`src/rtl/bk_adder_pkg.sv`:
```
`default_nettype none
// ============================================================================
// Package     : bk_adder_pkg
// Description : Shared state encoding, adder core width and index-width helper
//               for the multi-word add sequencer.
// Revision    : 1.0 - initial release
// ============================================================================
package bk_adder_pkg;

  localparam int ADDER_W = 32;

  typedef enum logic [1:0] {
    ST_IDLE = 2'd0,
    ST_RUN  = 2'd1,
    ST_DONE = 2'd2
  } state_t;

  // Index width for a WORDS-entry counter; never narrower than one bit.
  function automatic int clog2(input int n);
    int r;
    r = 0;
    while ((1 << r) < n) r++;
    return (r < 1) ? 1 : r;
  endfunction

endpackage
`default_nettype wire

```
`src/rtl/bk_add32_core.sv`:
```
`default_nettype none
// ============================================================================
// Module      : bk_add32_core
// Description : Combinational ADDER_W-bit adder with carry in and carry out.
// Revision    : 1.0 - initial release
// ============================================================================
module bk_add32_core
  import bk_adder_pkg::*;
(
  input  logic [ADDER_W-1:0] i_a,
  input  logic [ADDER_W-1:0] i_b,
  input  logic               i_cin,
  output logic [ADDER_W-1:0] o_sum,
  output logic               o_cout
);

  logic [ADDER_W:0] w_full;

  assign w_full = {1'b0, i_a} + {1'b0, i_b} + {{ADDER_W{1'b0}}, i_cin};
  assign o_sum  = w_full[ADDER_W-1:0];
  assign o_cout = w_full[ADDER_W];

endmodule
`default_nettype wire

```
`src/rtl/bk_wide_add_seq.sv`:
```
`default_nettype none
// ============================================================================
// Module      : bk_wide_add_seq
// Description : WORDS*W-bit add sequenced one word per cycle through a single
//               narrow adder core, LSW first, with a registered carry chain.
//               Optional macro BK_WIDE_SEQ_SUB_EN adds in_sub (A-B mode).
// Revision    : 1.0 - initial release
// ============================================================================
module bk_wide_add_seq
  import bk_adder_pkg::*;
#(
  parameter int W     = ADDER_W,
  parameter int WORDS = 4
) (
  input  logic               clk,
  input  logic               rst_n,
  input  logic               in_valid,
  output logic               in_ready,
  input  logic [WORDS*W-1:0] in_a,
  input  logic [WORDS*W-1:0] in_b,
  input  logic               in_cin,
`ifdef BK_WIDE_SEQ_SUB_EN
  input  logic               in_sub,
`endif
  output logic               out_valid,
  input  logic               out_ready,
  output logic [WORDS*W-1:0] out_sum,
  output logic               out_cout,
  output logic               busy
);

  localparam int IDX_W = clog2(WORDS);
  localparam logic [IDX_W-1:0] C_LAST_IDX = IDX_W'(WORDS - 1);

  state_t             r_state;
  logic [WORDS*W-1:0] r_a;
  logic [WORDS*W-1:0] r_b;
  logic [WORDS*W-1:0] r_sum;
  logic               r_carry;
  logic               r_cout;
  logic [IDX_W-1:0]   r_idx;
  logic               r_sub;

  logic [W-1:0]       w_a_word;
  logic [W-1:0]       w_b_word;
  logic [W-1:0]       w_sum_word;
  logic               w_cout;
  logic               w_cin0;
  logic               w_sub_in;

`ifdef BK_WIDE_SEQ_SUB_EN
  assign w_sub_in = in_sub;
  // Subtraction is A + ~B + 1, so the external carry-in is overridden.
  assign w_cin0   = in_sub ? 1'b1 : in_cin;
`else
  assign w_sub_in = 1'b0;
  assign w_cin0   = in_cin;
`endif

  assign w_a_word = r_a[r_idx*W +: W];
  assign w_b_word = r_b[r_idx*W +: W] ^ {W{r_sub}};

  bk_add32_core u_core (
    .i_a    (w_a_word),
    .i_b    (w_b_word),
    .i_cin  (r_carry),
    .o_sum  (w_sum_word),
    .o_cout (w_cout)
  );

  always_ff @(posedge clk or negedge rst_n) begin
    if (!rst_n) begin
      r_state <= ST_IDLE;
      r_a     <= '0;
      r_b     <= '0;
      r_sum   <= '0;
      r_carry <= 1'b0;
      r_cout  <= 1'b0;
      r_idx   <= '0;
      r_sub   <= 1'b0;
    end else begin
      case (r_state)
        ST_IDLE: begin
          if (in_valid) begin
            r_a     <= in_a;
            r_b     <= in_b;
            r_carry <= w_cin0;
            r_sub   <= w_sub_in;
            r_idx   <= '0;
            r_state <= ST_RUN;
          end
        end
        ST_RUN: begin
          r_sum[r_idx*W +: W] <= w_sum_word;
          r_carry             <= w_cout;
          r_idx               <= r_idx + IDX_W'(1);
          if (r_idx == C_LAST_IDX) begin
            r_cout  <= w_cout;
            r_state <= ST_DONE;
          end
        end
        ST_DONE: begin
          if (out_ready) r_state <= ST_IDLE;
        end
        default: r_state <= ST_IDLE;
      endcase
    end
  end

  assign in_ready  = (r_state == ST_IDLE);
  assign out_valid = (r_state == ST_DONE);
  assign busy      = (r_state != ST_IDLE);
  assign out_sum   = r_sum;
  assign out_cout  = r_cout;

endmodule
`default_nettype wire

```
`config.mk`:
```
export PLATFORM = sky130hd
export DESIGN_NAME = bk_wide_add_seq
export DESIGN_NICKNAME = d
export VERILOG_FILES = /design/src/rtl/bk_adder_pkg.sv /design/src/rtl/bk_add32_core.sv /design/src/rtl/bk_wide_add_seq.sv
export SDC_FILE = /design/constraint.sdc
export NUM_CORES = 1
export LEC_CHECK = 0
export CORE_UTILIZATION = 50
export CTS_CLUSTER_SIZE = 12
export DETAILED_ROUTE_END_ITERATION = 6
export GPL_TIMING_DRIVEN = 0
export PLACE_DENSITY = 0.79
export SLEW_MARGIN = 25
export SYNTH_ARGS = -nofsm -noshare
export SYNTH_HDL_FRONTEND = slang
export SYNTH_SLANG_ARGS = --single-unit
```
`constraint.sdc`:
```
create_clock -name clk -period 4.9 [get_ports clk]
set_input_delay 0.98 -clock clk [delete_from_list [all_inputs] [get_ports clk]]
set_output_delay 0.98 -clock clk [all_outputs]
set_load 0.05 [all_outputs]
```
==> key figures <==
Logic synthesis
  – Largest cells by area after synthesis: dfrtp_1, nand2_1, mux4_2
  – Number of library cell types mapped by synthesis: 55
  – #FFs+latches synth: 390
  – Sequential share of the synthesized area: 0.549
  – Mapped Cells: 1805
  – Mapped Area: 17800 sq um
  – Top FF cell, synth: dfrtp_1
  – Area leader, netlist: dfrtp_1
  – EDFF count, synth: 0
  – Synthesized Nets: 2105
  – Top-area cell type share of the netlist area: 0.549
  – Async set-reset flop share out of synthesis: 1.00
  – Synth warn: 0
  – Avg Cell Area, Syn: 9.84 sq um

Final layout
  – Sequential Area: 9760 sq um
  – Commonest non-fill, non-tap cell in the layout: nand2_1
  – Multi-input gate area: 7550 sq um
  – Area grow syn2layout: 33.2%
  – Post-layout instance area: 23700 sq um
  – Nets: 2544
  – Final core occ: 0.682
  – Share of cells above drive strength 1: 0.0701
  – Layout fillers: 2697
  – Most frequent cells in the layout: nand2_1, clkdlybuf4s50_1, dfrtp_1, clkbuf_1, a22o_1

GRT
  – Wire length of the first global-routing pass: 89300 microns
  – M1 GR Usage: 0.421
  – Met3 Use GR: 0.0644
  – Most Used Layer, Global Route: met2
  – Pin count of the biggest net entering global routing: 96
  – Initial antenna violation count: 1
  – GR Util met2: 0.546
  – GR Overflow Total: 0
  – Overall global routing resource usage: 0.327
  – Vias in the first global route: 15900

STA
  – Hold Vio Cnt, Final: 0
  – Fmax: 0.212 GHz
  – Final Cycle Share: 0.965
  – Final WS setup: 0.172 ns
  – Setup-violating endpoint count in the final report: 0
  – Minimum clock period after layout: 4.73 ns
  – Slew HR: 0.354
  – Final Max Slew Viols: 0
  – Final TNS setup: 0 ns
  – Fin Clk Skew: 0.0191 ns
  – Slew at the pin closest to its max-slew limit: 0.969 ns
  – RSZ-0062 raised after global routing: no

Die
  – Starting Density: 0.512
  – Die Span X: 190 microns
  – Chip height: 190 microns
  – Ports: 393
  – Core area: 34700 sq um
  – Cell Rows: 68
  – Die area: 36300 sq um

Clock tree
  – H-tree depth: 2
  – Clk slew on worst S/H paths: 0.06 ns
  – Clk Latency, worst-skew pair: 0.53 ns
  – Postcts setup bufs: 0
  – Clk sinks: 390
  – Root buf cell: clkbuf_16
  – Deepest clock path buffer count: 3
  – Number of CTS-inserted buffers: 41
  – CTS tree: done
  – Hold Buf Count CTS: 0

Worst setup path
  – Worst EP required: 5.36 ns
  – Most Frequent Cell on Critical Path: fa_1
  – Crit-path max FO: 10
  – Worst path cell trace: clkbuf_1 -> clkbuf_2 -> mux4_2 -> fa_1 -> inv_1 -> fa_1 -> and2b_1 -> o2111ai_2 -> a211oi_2 -> nor3_4 -> o21ai_1 -> xor2_1 -> a22o_1
  – CP Launch Type: flip-flop
  – Critical path class: flip-flop to flip-flop
  – CP max-delay cell: clkbuf_1
  – Crit path DAT: 5.18 ns
  – Critical Path Max Stage Delay: 0.62 ns
  – Worst path buffer plus inverter count: 3
  – Delay-heaviest family, CP: buffers and inverters
  – Worst setup EP type: flip-flop

Drt
  – Wire per inst: 21.5 microns
  – Iter 0 DRT Violations: 1275
  – ANT nets after route: 0
  – 1st-pass router iterations: 5
  – DR vias: 15500
  – Via density: 5.71
  – DRC viols: 0
  – DRT Wirelength: 58500 microns

Place
  – Pre-CTS setup slack: -0.328 ns
  – PortBufs: 392
  – GP Congestion: 0.892
  – HPWL after detailed placement: 44700 microns
  – Placed cell area: 22400 sq um

Run
  – Max-Cap Viols: 0

Worst hold path
  – Hold/Removal Path Class: input port to asynchronous set/reset pin

Pwr
  – Peak supply drop: 0.445 mV
  – Pleak: 11.3 nW
  – Final Power: 20.2 mW
  – Power per cell area: 855 nW/um^2

Run status
  – Status: finished, final reports clean
==> power breakdown <==
part	internal, mW	switching, mW
logic	3.97	7.89
registers	4.57	0.794
clock network	1.76	1.24
total	10.3	9.93
==> worst register-to-register path: stages (launching register included) <==
cell	delay, ns
dfrtp_1	0.45
clkbuf_1	0.62
clkbuf_2	0.43
mux4_2	0.40
fa_1	0.47
inv_1	0.10
fa_1	0.20
and2b_1	0.22
o2111ai_2	0.36
a211oi_2	0.20
nor3_4	0.32
o21ai_1	0.13
xor2_1	0.52
a22o_1	0.24
==> routing by layer <==
layer  wire length, microns  up-vias  share of wire
met5                      0        -              0
met4                   2140        0          0.037
met3                   5160      140          0.088
met2                  28400      799           0.48
met1                  22900     7685           0.39
li1                       -     6917              -
==> through the flow <==
step | cells | hold slack [ns]
6_report | 2723 | 0.430
5_1_grt | 2723 | 0.465
4_1_cts | 2722 | 0.446
3_5_place_dp | 2656 | 0.458
3_3_place_gp | 2652 | 0.453
2_1_floorplan | 1805 | 0.440
==> sequential cells by signal, indices dropped and copies added, names as in the netlist <==
| register | cells |
|---|---|
| r_b | 128 |
| out_sum | 128 |
| r_carry | 1 |
| r_state | 2 |
| r_a | 128 |
| out_cout | 1 |
| r_idx | 2 |
==> logic make-up after synthesis <==
family / synth area share
compound gates: 0.100
xor+xnor: 0.0123
fa+ha+maj: 0.0283
buf+inv: 0.0263
flops: 0.549
mux: 0.0811
simple gates: 0.202
==> final cells by class <==
type / instances / area share
Inverter: 12 / 0.00190
Antenna cell: 1 / 0.000106
Clock inverter: 8 / 0.00397
Sequential cell: 390 / 0.412
Timing Repair Buffer: 396 / 0.171
Tap cell: 455 / 0.0241
Clock buffer: 58 / 0.0495
Buffer: 108 / 0.0183
Multi-Input combinational cell: 1295 / 0.319
==> cell usage after synthesis (8+ instances only) <==
library cell and count:
a21o_1 10, a21oi_1 36, a22o_1 92, buf_2 13, clkbuf_1 90, dfrtp_1 390, ha_1 37, inv_1 12
mux4_2 64, nand2_1 848, nand3_1 10, nand4_1 11, nor2_1 19, nor3_1 10, o21a_1 8, o21ai_0 47
o21ai_1 15, xnor2_1 12, xor2_1 13
==> what timing repair did <==
action                                 CTS  global route
setup endpoints to repair               18            41
endpoints found under the hold margin    0             0
resized for setup                        3             7
==> worst paths after layout <==
path	from	end	slack (ns)	cells past startpoint
max	r_idx[1]$_DFFE_PN0P_	out_sum[24]$_DFFE_PN0P_	0.17	13
min	rst_n	out_sum[37]$_DFFE_PN0P_	0.43	1
max reg2reg	r_idx[1]$_DFFE_PN0P_	out_sum[24]$_DFFE_PN0P_	0.17	13
min reg2reg	r_a[4]$_DFFE_PN0P_	r_a[4]$_DFFE_PN0P_	0.47	2
max in group asynchronous	rst_n	r_a[89]$_DFFE_PN0P_	2.85	4
min in group clk	r_a[4]$_DFFE_PN0P_	r_a[4]$_DFFE_PN0P_	0.47	2
No activity file was read; power rests on OpenSTA's default activity.
